File: config.mk
export PLATFORM = sky130hd
export DESIGN_NAME = alu_arbiter
export DESIGN_NICKNAME = d
export VERILOG_FILES = /design/src/rtl/alu_arbiter.sv
export SDC_FILE = /design/constraint.sdc
export NUM_CORES = 1
export LEC_CHECK = 0
export ABC_AREA = 1
export CAP_MARGIN = 20
export CORE_MARGIN = 2
export CORE_UTILIZATION = 43
export CTS_CLUSTER_DIAMETER = 50
export DETAILED_ROUTE_END_ITERATION = 8
export PLACE_DENSITY = 0.79
export REMOVE_ABC_BUFFERS = 1
export SYNTH_ARGS = -nofsm -noshare
export SYNTH_HDL_FRONTEND = slang
export SYNTH_SLANG_ARGS = --single-unit
export TNS_END_PERCENT = 1
File: constraint.sdc
create_clock -name clk -period 1.6 [get_ports clk]
set_clock_uncertainty 0.2 [all_clocks]
set_input_delay 0.32 -clock clk [delete_from_list [all_inputs] [get_ports clk]]
set_output_delay 0.32 -clock clk [all_outputs]
set_load 0.03 [all_outputs]
File: src/rtl/alu_arbiter.sv
// Two-requester front end for the shared ALU: arbitrates, issues one op, waits with a watchdog.
// Define ALU_ARB_RR_EN for round-robin arbitration; the default is fixed priority to requester 0.
module alu_arbiter #(
    parameter int WIDTH   = 4,
    parameter int TIMEOUT = 15
) (
    input  logic             clk,
    input  logic             reset,
    input  logic             req0,
    input  logic             req1,
    input  logic [2:0]       opcode0,
    input  logic [2:0]       opcode1,
    input  logic [WIDTH-1:0] a0,
    input  logic [WIDTH-1:0] b0,
    input  logic [WIDTH-1:0] a1,
    input  logic [WIDTH-1:0] b1,
    output logic             done0,
    output logic             done1,
    output logic [WIDTH:0]   rsp_result,
    output logic             rsp_err,
    output logic             alu_go,
    output logic [2:0]       alu_opcode,
    output logic [WIDTH-1:0] alu_a,
    output logic [WIDTH-1:0] alu_b,
    input  logic [WIDTH-1:0] alu_result,
    input  logic             alu_cout,
    input  logic             alu_done,
    output logic             led_idle,
    output logic             led_busy
);

    // WAIT counts 0..TIMEOUT-1; the last value forces the abort.
    localparam int CntW = (TIMEOUT > 1) ? $clog2(TIMEOUT) : 1;
    localparam logic [CntW-1:0] CntLast = CntW'(TIMEOUT - 1);

    typedef enum logic [1:0] {StIdle, StIssue, StWait, StResp} state_e;

    state_e          state;
    logic            grant_id;
    logic [CntW-1:0] wait_cnt;
    logic            pick1;

`ifdef ALU_ARB_RR_EN
    logic rr_ptr;  // 1 means requester 1 wins the next tie
    always_comb pick1 = req1 && (!req0 || rr_ptr);
`else
    always_comb pick1 = req1 && !req0;
`endif

    always_ff @(posedge clk) begin
        if (reset) begin
            state      <= StIdle;
            grant_id   <= 1'b0;
            wait_cnt   <= '0;
            alu_go     <= 1'b0;
            done0      <= 1'b0;
            done1      <= 1'b0;
            rsp_result <= '0;
            rsp_err    <= 1'b0;
            alu_opcode <= '0;
            alu_a      <= '0;
            alu_b      <= '0;
            led_idle   <= 1'b1;
            led_busy   <= 1'b0;
`ifdef ALU_ARB_RR_EN
            rr_ptr     <= 1'b0;
`endif
        end else begin
            alu_go <= 1'b0;
            done0  <= 1'b0;
            done1  <= 1'b0;
            case (state)
                StIdle: begin
                    if (req0 || req1) begin
                        grant_id   <= pick1;
                        alu_opcode <= pick1 ? opcode1 : opcode0;
                        alu_a      <= pick1 ? a1 : a0;
                        alu_b      <= pick1 ? b1 : b0;
                        alu_go     <= 1'b1;
                        led_idle   <= 1'b0;
                        led_busy   <= 1'b1;
                        state      <= StIssue;
`ifdef ALU_ARB_RR_EN
                        rr_ptr     <= ~pick1;
`endif
                    end
                end
                StIssue: begin
                    wait_cnt <= '0;
                    state    <= StWait;
                end
                StWait: begin
                    // A completion on the final count still wins over the timeout.
                    if (alu_done) begin
                        rsp_result <= {alu_cout, alu_result};
                        rsp_err    <= 1'b0;
                        done0      <= ~grant_id;
                        done1      <= grant_id;
                        state      <= StResp;
                    end else if (wait_cnt == CntLast) begin
                        rsp_result <= '0;
                        rsp_err    <= 1'b1;
                        done0      <= ~grant_id;
                        done1      <= grant_id;
                        state      <= StResp;
                    end else begin
                        wait_cnt <= wait_cnt + CntW'(1);
                    end
                end
                StResp: begin
                    led_idle <= 1'b1;
                    led_busy <= 1'b0;
                    state    <= StIdle;
                end
                default: state <= StIdle;
            endcase
        end
    end

endmodule
==> summary.txt <==
===============================================================================================
Non-Filler Instances                                                                        283
EDFF count, synth                                                                             0
Fraction of met2 tracks used by global routing                                            0.344
CTS Buf Count                                                                                 5
Fmax                                                                                    636 MHz
Net count reported at finish                                                                277
Endpoint required time on the critical path                                             1.08 ns
Slowest-stage cell, CP                                                             sky130_fd_sc_hd__clkdlybuf4s15_1
Ant. Diodes                                                                                   0
Ratio of total power to cell area                                                   1460 mW/mm²
Total negative setup slack                                                                 0 ns
Number of maximum-capacitance violations                                                      0
Share of layout cells above drive strength 1                                              0.251
Flip-flop and latch count after synthesis                                                    29
Worst reg2reg path endpoint                                                        rsp_result[2]$_SDFFE_PP0P_
Register area                                                                           583 µm²
Shortest clock period the worst path allows after layout                                1.57 ns
Number of hold violations in the final report                                                 0
Number of vias in the routed layout                                                        1344
Origin of the worst min-delay path                                                 grant_id$_SDFFE_PP0P_
Placeable core region                                                               0.00308 mm²
Synth-to-layout area growth                                                               49.3%
M1 GR Usage                                                                               0.220
Hold slack                                                                             0.259 ns
Number of global-route vias before repair                                                  1211
Pin count of the biggest net entering global routing                                         18
Pins Over Slew Limit                                                                          0
Max transition margin                                                                     0.792
Initial cell density of the core                                                          0.452
Clock input transition at the sequential cells of the worst setup and hold paths        0.09 ns
Wire length of the first global-routing pass                                            5.31 mm
HPWL after detailed placement                                                           2.34 mm
Slew at the pin closest to its max-slew limit                                          0.312 ns
Leading post-synthesis cells by cell area                                          sky130_fd_sc_hd__dfxtp_1, sky130_fd_sc_hd__a21oi_2, sky130_fd_sc_hd__nand2_1
Number of antenna violations at the first check in global routing                             0
Hold path depth                                                                               1
Aggregate global-route resource usage                                                     0.198
Mapped Cells                                                                                175
Share of synthesized flip-flops with an asynchronous set or reset                             0
Total congestion overflow                                                                     0
Most common flop cell mapped by yosys                                              sky130_fd_sc_hd__dfxtp_1
Pwr Total                                                                               3.04 mW
Number of levels the H-tree was split into                                                    2
Met3 track demand over resource in global routing                                        0.0874
Fill cell count                                                                             267
Cell count after placement                                                                  273
Setup crit end kind                                                                 output port
CTS tree                                                                                  built
Worst r2r path cells                                                                          7
Final core utilization                                                                    0.676
Total area of multi-input combinational cells                                           737 µm²
Number of warning messages in the yosys log                                                   0
Number of vias per cell after detailed routing                                             4.75
Violation count after the first detailed-route iteration                                     34
Count of cell types in the netlist                                                           23
Final weighted congestion in routability-driven placement                                 0.799
Maximum clock path buffer count                                                               2
Run status                                                                            completed
Crit-path max FO                                                                              2
Mapped Avg Cell Area                                                                   7.96 µm²
First-pass DRT Iterations                                                                     4
Commonest non-fill, non-tap cell in the layout                                     sky130_fd_sc_hd__nand2_1
Row cnt                                                                                      20
Floorplan die height                                                                    60.9 µm
Boundary Pins                                                                                54
Area share of the largest cell type after synthesis                                       0.417
Slack of the worst reg-to-reg path                                                      0.15 ns
Buffer and inverter count on the worst path                                                   1
Final Setup Violations                                                                        0
Tightest Hold Check Type                                                           flip-flop to flip-flop
Drt total wl                                                                            3.21 mm
Sequential-to-total area share from yosys stat                                            0.417
Per-cell routed wire length                                                             11.3 µm
Crit share post-route                                                                     0.982
Die outline width                                                                       60.9 µm
Critical path class                                                                flip-flop to output port
Leakage power of the design                                                            0.866 nW
Peak-usage layer in the global routing report                                              met2
Dominant cell type by area after synthesis                                         sky130_fd_sc_hd__dfxtp_1
Worst vdd ir                                                                           0.709 mV
Final antenna-violating net count                                                             0
Area of the mapped netlist                                                          0.00139 mm²
Total of buffers placed on input and output ports                                            53
CP top delay family                                                                buffers and inverters
Most frequent cells in the layout                                                  sky130_fd_sc_hd__nand2_1, sky130_fd_sc_hd__clkdlybuf4s50_1, sky130_fd_sc_hd__dfxtp_1
Largest incremental delay on the critical path                                          0.38 ns
Critical path, cell by cell                                                        clkdlybuf4s15_1
Endpoint with the worst hold slack                                                 done0$_SDFF_PP0_
Category of the worst setup path launch point                                         flip-flop
# DRC                                                                                         0
Arrival time at the worst endpoint                                                      1.05 ns
Clk Latency, worst-skew pair                                                            0.32 ns
Root Driver                                                                        sky130_fd_sc_hd__clkbuf_4
Die footprint                                                                       0.00371 mm²
Number of sinks driven by the clock tree                                                     29
Source of the worst register-to-register timing path                               wait_cnt[0]$_SDFFE_PP0P_
Post-CTS Hold Buffers                                                                         0
Setup repair after global routing missed its margin                                        true
===============================================================================================
## cells in the mapped netlist, types with 2 or more instances
| cell | n |
|---|---|
| sky130_fd_sc_hd__a21oi_1 | 14 |
| sky130_fd_sc_hd__a21oi_2 | 20 |
| sky130_fd_sc_hd__buf_2 | 2 |
| sky130_fd_sc_hd__buf_6 | 2 |
| sky130_fd_sc_hd__dfxtp_1 | 29 |
| sky130_fd_sc_hd__ha_1 | 7 |
| sky130_fd_sc_hd__inv_1 | 13 |
| sky130_fd_sc_hd__inv_2 | 3 |
| sky130_fd_sc_hd__nand2_1 | 44 |
| sky130_fd_sc_hd__nand2_2 | 2 |
| sky130_fd_sc_hd__nand3_1 | 6 |
| sky130_fd_sc_hd__nand3_2 | 2 |
| sky130_fd_sc_hd__nand4_1 | 2 |
| sky130_fd_sc_hd__nor2_1 | 9 |
| sky130_fd_sc_hd__o21ai_1 | 12 |
## state kept, by name (all words and copies together) (netlist names)
name / count
rsp_result: 5
alu_a: 4
alu_b: 4
wait_cnt: 4
alu_opcode: 3
state: 2
alu_go: 1
done0: 1
done1: 1
grant_id: 1
led_busy: 1
led_idle: 1
rsp_err: 1
## cell type report
| class | instances | area share |
|---|---|---|
| clock buffers | 6 | 0.0199 |
| repair buffers | 62 | 0.283 |
| multi-input cells | 123 | 0.354 |
| flip-flops and latches | 29 | 0.280 |
| well taps | 44 | 0.0265 |
| inverters | 17 | 0.0307 |
| clock inverters | 2 | 0.00481 |
## kinds of logic (layout without fill, tap and decap cells)
group,Yosys count,after routing,share of synthesized area
compound gates,49,49,0.235
fa+ha+maj,7,7,0.0629
buf+inv,23,87,0.0773
flops,29,29,0.417
simple gates,67,67,0.208
## worst max path at each step
stage | startpoint | to | slack [ns] | depth (start not counted)
5_1_grt | led_idle$_SDFFE_PP1P_ | led_idle | -0.01 | 1
2_1_floorplan | state[0]$_SDFFE_PP0P_ | led_idle$_SDFFE_PP1P_ | -0.03 | 6
4_1_cts | led_idle$_SDFFE_PP1P_ | led_idle | 0.004 | 1
6_report | led_idle$_SDFFE_PP1P_ | led_idle | 0.03 | 1
3_3_place_gp | req1 | led_idle$_SDFFE_PP1P_ | -0.11 | 6
3_5_place_dp | req1 | led_idle$_SDFFE_PP1P_ | -0.15 | 6
## layer usage
layer / share of wire / vias up
li1: - / 698
met1: 0.43 / 585
met4: 0.012 / 0
met3: 0.082 / 5
met5: 0 / -
met2: 0.48 / 56
## stage by stage
stage                     instance area, µm²  worst slack, ns
final                                   2080           0.0285
after global routing                    2080          -0.0128
after CTS                               2050          0.00404
after detailed placement                2010           -0.151
after global placement                  2010           -0.111
after floorplan                         1350          -0.0313
## timing repair
item,in CTS,in global routing
setup buffers,0,2
cloned,0,0
pin swaps,1,1
resized for setup,33,27
hold endpoints to repair,0,0
endpoints found under the setup margin,23,43
## where the power goes
| part | switching (mW) | leakage [nW] | internal [mW] |
|---|---|---|---|
| combinational | 0.932 | 0.595 | 0.669 |
| clock | 0.250 | 0.0320 | 0.167 |
| sequential | 0.120 | 0.239 | 0.906 |
| total | 1.30 | 0.866 | 1.74 |
No activity file was read; power rests on OpenSTA's default activity.
